**config.mk**
```make
export PLATFORM = sky130hd
export DESIGN_NAME = permutation_sequencer
export DESIGN_NICKNAME = d
export VERILOG_FILES = /design/src/rtl/permutation_sequencer.sv
export SDC_FILE = /design/constraint.sdc
export NUM_CORES = 1
export LEC_CHECK = 0
export BUFFER_PORTS_ARGS = -buffer_cell sky130_fd_sc_hd__buf_4
export CORE_AREA = 2 2 379 381
export CTS_BUF_LIST = sky130_fd_sc_hd__clkbuf_16
export DETAILED_ROUTE_END_ITERATION = 8
export DIE_AREA = 0 0 381 383
export GPL_TIMING_DRIVEN = 0
export PLACE_DENSITY = 0.32
export SYNTH_ARGS = -nofsm -noshare
export SYNTH_HDL_FRONTEND = slang
export SYNTH_SLANG_ARGS = --single-unit
```
**constraint.sdc**
```tcl
create_clock -name clock_i -period 1.8 [get_ports clock_i]
set_clock_uncertainty 0.15 [all_clocks]
set_input_delay 0.27 -clock clock_i [delete_from_list [all_inputs] [get_ports clock_i]]
set_output_delay 0.27 -clock clock_i [all_outputs]
set_load 0.05 [all_outputs]
```
**src/rtl/permutation_sequencer.sv**
```systemverilog
// Round-iteration controller and 320-bit state register that closes the ASCON permutation loop.
// Optional abort support is compiled in when PERM_ABORT_EN is defined.
module permutation_sequencer #(
  parameter int unsigned ROUNDS_A = 12,
  parameter int unsigned ROUNDS_B = 6
) (
  input  logic              clock_i,
  input  logic              resetb_i,
  input  logic              start_i,
  input  logic              mode_i,
  input  logic [4:0][63:0]  load_state_i,
  input  logic [4:0][63:0]  diff_state_i,
`ifdef PERM_ABORT_EN
  input  logic              abort_i,
  output logic              aborted_o,
`endif
  output logic [4:0][63:0]  state_o,
  output logic [3:0]        round_o,
  output logic              busy_o,
  output logic              done_o
);

  localparam int unsigned ROUND_W    = 4;
  localparam int unsigned LAST_ROUND = 11;

  if (ROUNDS_A < 1 || ROUNDS_A > 12) begin : g_bad_rounds_a
    $error("permutation_sequencer: ROUNDS_A must be in 1..12");
  end
  if (ROUNDS_B < 1 || ROUNDS_B > 12) begin : g_bad_rounds_b
    $error("permutation_sequencer: ROUNDS_B must be in 1..12");
  end

  localparam logic [ROUND_W-1:0] FIRST_A = ROUND_W'(12 - ROUNDS_A);
  localparam logic [ROUND_W-1:0] FIRST_B = ROUND_W'(12 - ROUNDS_B);
  localparam logic [ROUND_W-1:0] LAST_R  = ROUND_W'(LAST_ROUND);

  typedef enum logic [1:0] {
    IDLE = 2'd0,
    RUN  = 2'd1,
    DONE = 2'd2
  } fsm_t;

  fsm_t               fsm_q, fsm_d;
  logic [4:0][63:0]   state_q, state_d;
  logic [ROUND_W-1:0] round_q, round_d;
  logic               busy_q, busy_d;
  logic               done_q, done_d;
  logic               aborted_q, aborted_d;

  // Next-state, datapath load/capture and registered-output decode
  always_comb begin
    fsm_d     = fsm_q;
    state_d   = state_q;
    round_d   = round_q;
    aborted_d = 1'b0;
    case (fsm_q)
      IDLE, DONE: begin
        if (start_i) begin
          state_d = load_state_i;
          round_d = mode_i ? FIRST_B : FIRST_A;
          fsm_d   = RUN;
        end else begin
          fsm_d = IDLE;
        end
      end
      RUN: begin
        state_d = diff_state_i;
`ifdef PERM_ABORT_EN
        // Abort wins over the final-round transition and discards this round's result
        if (abort_i) begin
          state_d   = state_q;
          fsm_d     = IDLE;
          aborted_d = 1'b1;
        end else
`endif
        if (round_q == LAST_R) begin
          fsm_d = DONE;
        end else begin
          round_d = round_q + ROUND_W'(1);
        end
      end
      default: fsm_d = IDLE;
    endcase
    busy_d = (fsm_d == RUN);
    done_d = (fsm_d == DONE);
  end

  always_ff @(posedge clock_i) begin
    if (!resetb_i) begin
      fsm_q     <= IDLE;
      state_q   <= '0;
      round_q   <= '0;
      busy_q    <= 1'b0;
      done_q    <= 1'b0;
      aborted_q <= 1'b0;
    end else begin
      fsm_q     <= fsm_d;
      state_q   <= state_d;
      round_q   <= round_d;
      busy_q    <= busy_d;
      done_q    <= done_d;
      aborted_q <= aborted_d;
    end
  end

  assign state_o = state_q;
  assign round_o = round_q;
  assign busy_o  = busy_q;
  assign done_o  = done_q;
`ifdef PERM_ABORT_EN
  assign aborted_o = aborted_q;
`else
  logic unused_aborted;
  assign unused_aborted = aborted_q;
`endif

endmodule

```
=== Yosys cells after proc, flatten, opt, wreduce, memory -nomap -nowiden ===
Cells that the tools add are included.

* Word-level logic and storage cells: 31
* Bits of input ports: 644
* Flip-flop bits (word level): 328

* Equality and inequality tests: 7
* Mux-type cells: 9
* $add $sub $neg: 1
* Reductions and logical operators: 5

{| class="wikitable"
|+ Operators with widths
! cell !! number
|-
| $pmux W320 S2 || 1
|-
| $mux W320 || 1
|-
| $mux W4 || 2
|-
| $pmux W4 S2 || 1
|-
| $add A4 B1 Y4 const B || 1
|-
| $eq A2 B1 Y1 const B || 2
|-
| $eq A2 B2 Y1 const B || 2
|-
| $eq A4 B4 Y1 const B || 1
|-
| $ne A2 B2 Y1 const B || 2
|-
| $pmux W2 S2 || 1
|-
| $mux W3 || 1
|-
| $reduce_and A3 Y1 || 1
|-
| $logic_not A2 Y1 || 1
|-
| $mux W2 || 1
|-
| $reduce_and A2 Y1 || 1
|-
| $reduce_bool A2 Y1 || 1
|-
| $reduce_or A2 Y1 || 1
|-
| $mux W1 || 1
|}

=== Depth between registers and ports, before layout ===
* Depth in word-level cells: 4
* Gate-level depth with buffers: 7
* Gate-level depth less buffers: 5

=== Worst setup path before layout ===
OpenSTA, ideal clock, no wires.

* Path type: flip-flop to flip-flop
* From: register round_q[0] (netlist: round_o[0])
* To: register round_q[2] (netlist: round_o[2])
* Stages on the path, launching flop included: 6
* Data arrival time: 1.546 ns
* Required time: 1.535 ns
* Period minus slack after synthesis: 1.811 ns
* Buffers on the path: 0
* Setup slack: -0.011 ns
* Cell sequence: dfxtp_1 > ha_1 > and3b_1 > o21ai_1 > a21boi_0 > o21a_1

* Cells in the longest elaborated chain, start to end: 3
* Elaborated cells between the ends (all ways): 6

{| class="wikitable"
|+ Ends and longest elaborated chain
! item !! line !! text
|-
| from (decl) || 45 || <nowiki>logic [ROUND_W-1:0] round_q, round_d;</nowiki>
|-
| from (signal assigned) || 99 || <nowiki>round_q <= round_d;</nowiki>
|-
| $add A4 B1 Y4 or $eq A4 B4 Y1 (tied branches) || 79, 76 ||
|-
| $mux W4 or $ne A2 B2 Y1 (tied branches) || -- ||
|-
| $pmux W4 S2 or $reduce_and A3 Y1 (tied branches) || -- ||
|}

Parallel ways exist; a longest one is shown, timed or not. The select of a mux whose other input is x is not followed.
A chain may end at the register's enable or synchronous reset.

=== Final worst setup path ===
* From: register fsm_q[0]
* To: register state_q (netlist bit state_o[200])

* Cells in the longest elaborated chain, start to end: 4
* Elaborated cells between the ends (all ways): 8

{| class="wikitable"
|+ Ends and longest elaborated chain
! item !! line !! text
|-
| from (decl) || 43 || <nowiki>fsm_t fsm_q, fsm_d;</nowiki>
|-
| from (signal assigned) || 97 || <nowiki>fsm_q <= fsm_d;</nowiki>
|-
| $eq A2 B2 Y1 or $logic_not A2 Y1 (tied branches) || 56 || <nowiki>case (fsm_q)</nowiki>
|-
| $reduce_or A2 Y1 || 56 ||
|-
| $ne A2 B2 Y1 (no source line) or $reduce_bool A2 Y1 (tied branches) || -- ||
|-
| $reduce_and A2 Y1 (no source line) || -- ||
|-
| to (signal assigned) || 98 || <nowiki>state_q <= state_d;</nowiki>
|-
| to (decl) || 44 || <nowiki>logic [4:0][63:0] state_q, state_d;</nowiki>
|}

Parallel ways exist; a longest one is shown, timed or not.

==> impl_metrics.py <==
metrics = {
    "timing": {
        "hold_violations": 0,
        "grt_setup_unrepaired": "yes",
        "report.final.slew_viol_count": 0,
        "final_critical_path_setup_slack_ps": -16.0,
        "final.hold.worst_slack_ps": 190,
        "min_period_ps": 1820,
        "final_report_setup_violation_count": 1,
        "fmax_ghz": 0.551,
        "max_slew.worst_pin.slew_ps": 1260,
        "timing.slew.headroom_pct": 15.9,
        "layout_worst_path_cycle_share_pct": 101,
    },
    "min_path": {
        "min-delay-path-class": "primary input to register",
        "min_path_cells": 3,
    },
    "global_route": {
        "grt.total_usage_pct": 16.3,
        "largest_net_degree_at_the_start_of_global_routing": 13,
        "grt-ovfl-total": 0,
        "grt_antenna_before_repair": 14,
        "grt_pass1_wl_um": 171000,
        "grt_pass1_vias": 22000,
    },
    "finish": {
        "area_growth_pct": 134,
        "share_of_cells_above_drive_strength_1_pct": 36.7,
        "count_of_nets_after_finishing": 4132,
        "finalCoreUtilization_pct": 23.6,
        "commonest_cells_after_routing_fill_and_taps_aside": "buf_4, dlygate4sd3_1, nand2_1, dfxtp_1, nor2_1",
        "mostFrequentLayoutCell": "buf_4",
        "fill_cells": 16000,
    },
    "logic_synthesis": {
        "ys_warns": 0,
        "post_synth_instance_area_mm2": 0.0143,
        "synth_seq_cells": 328,
        "synth.distinct_cells": 27,
        "synth-seq-area-share_pct": 45.8,
        "synth-async-reset-ratio_pct": 0,
        "synthCells": 1813,
        "syn-num-nets": 2458,
        "syn_area_per_cell_um2": 7.90,
        "synth-edff-count": 0,
        "most_used_dff_post_synth": "dfxtp_1",
    },
    "routing": {
        "wl_met1_um": 54800,
        "avgRoutedWirePerCell_um": 23.1,
        "first_iter_violations": 924,
        "viasPerCell": 3.80,
        "drt_drc_violations_left": 0,
        "routed-wl-met2_um": 60800,
        "via_count": 20600,
        "first_pass_iters": 6,
        "wl_met3_um": 6980,
        "drt-total-wl_um": 126000,
        "detail-route-antenna-nets": 0,
        "uppermost_layer_routed": "met5",
    },
    "floorplanning": {
        "initial_utilization_pct": 10.1,
        "die_w_um": 381,
        "core_mm2": 0.142,
        "boundaryPins": 970,
        "chip_height_um": 383,
        "core.rowCount": 139,
        "fp.dieArea_mm2": 0.146,
    },
    "pwr": {
        "vdd_ir_drop_max_uv": 612,
        "power_density_cells_mw_per_mm2": 834,
        "power_total_mw": 28.0,
        "power.static_leakage_nw": 15.0,
    },
    "worst_setup_path": {
        "crit_required_ps": 2090,
        "timing.critical_path.max_delay_family": "simple AND/OR/NAND/NOR gates",
        "cp.buffers_inverters": 2,
        "instance_count_on_the_critical_path": 5,
        "critPathMaxStageDelay_ps": 360,
        "crit_chain": "nand2b_2 -> buf_12 -> buf_4 -> nor2_4 -> a311oi_1",
        "endpoint_kind_of_the_worst_setup_timing_path": "register",
        "cp_slowest_cell": "dfxtp_4",
        "timing.critical_path.fanout_max": 10,
        "r2r.worst_path.cells": 5,
        "worst-endpoint-arrival_ps": 2110,
        "setup.worst_path.class": "register to register",
        "startpoint_type": "register",
    },
    "clock_tree": {
        "htreeDepth": 2,
        "clk_root_buffer_cell": "clkbuf_16",
        "cts_tree": "done",
        "clkSlewWorstSetupHoldPaths_ps": 60,
        "clk-insertion-delay-late_ps": 610,
        "clock_sinks": 328,
        "cts_max_path_buffers": 3,
        "tritoncts.num_buffers": 49,
    },
    "placement": {
        "post-dp-hpwl_um": 99600,
        "port_buffers": 969,
        "detailedPlace.worstSlack_ps": -1060,
        "globalplace.congestion": 0.895,
    },
    "status": {
        "failing_checks": "setup timing",
        "run_status": "complete, but fails checks",
    },
    "flow_run": {
        "drv.max_cap_violation_count": 0,
    },
}
-- sequential cells by signal, summed over array words and instances, names as in the netlist --
name,flops
state_o,320
round_o,4
fsm_q,2
busy_o,1
done_o,1
-- power breakdown --
part | switching (mW) | internal [mW] | total (mW)
logic | 5.89 | 4.01 | 9.91
registers | 0.506 | 7.97 | 8.48
clock network | 4.10 | 5.51 | 9.61
total | 10.5 | 17.5 | 28.0
-- per-stage QoR --
stage,cells,TNS (ps),cell area [um^2]
after detailed placement,4685,-273210,24000
after CTS,5422,-330,32700
final,5438,-16.0,33600
after floorplan,1813,0,14300
after global routing,5433,-3770,33600
after global placement,4685,-304620,24000
-- cells by family after synthesis --
kind of cell,synth area share [%]
buf+inv,6.81
flops,45.8
simple gates,26.6
fa+ha+maj,0.0873
compound gates,20.6
mux,0.0699
-- worst reg2reg max path, cell delays in order (launching register included) --
cell,delay (ps)
dfxtp_4,360
nand2b_2,240
buf_12,180
buf_4,290
nor2_4,310
a311oi_1,100
-- final timing paths --
kind                      from           end  slack, ps
setup / recovery      fsm_q[0]  state_o[200]        -20
hold / removal        resetb_i        done_o        190
setup reg to reg      fsm_q[0]  state_o[200]        -20
hold reg to reg   state_o[176]  state_o[176]        330
-- Yosys cell counts (2+ instances only) --
library cell	n	share of area [%]
a311oi_1	234	14
and2_1	2	0.087
and3_1	3	0.13
buf_2	75	2.6
buf_4	13	0.68
buf_6	21	1.7
clkbuf_1	69	1.8
dfxtp_1	328	46
nand2_1	641	17
nand2b_1	2	0.087
nand3_1	86	3.0
nor2_1	237	6.2
o211a_1	86	6.0
o21a_1	3	0.16
-- routing by layer --
layer	GRT usage (%)	vias to the layer above
li1	-	9720
met3	3.48	125
met1	20.8	10000
met4	4.02	10
met2	28.0	754
met5	0	-
-- final cells by class --
| cell class | instances | area [um^2] | share of cell area (%) |
|---|---|---|---|
| timing repair buffer | 1624 | 14000 | 41.5 |
| multi-input combinational | 1305 | 7310 | 21.8 |
| sequential | 328 | 6580 | 19.6 |
| tap | 1903 | 2380 | 7.09 |
| buffer | 177 | 1800 | 5.35 |
| clock buffer | 51 | 1280 | 3.80 |
| clock inverter | 39 | 258 | 0.768 |
| antenna | 9 | 22.5 | 0.0671 |
| inverter | 2 | 7.51 | 0.0224 |
-- timing repair --
action / in CTS / in global routing
endpoints found under the hold margin: 321 / 0
cloned: 2 / 5
resized for setup: 225 / 176
pin swaps: 1 / 7
hold buffers: 641 / 0
buffers inserted: 6 / 3
endpoints found under the setup margin: 343 / 295
(Power assumes the default switching activity.)
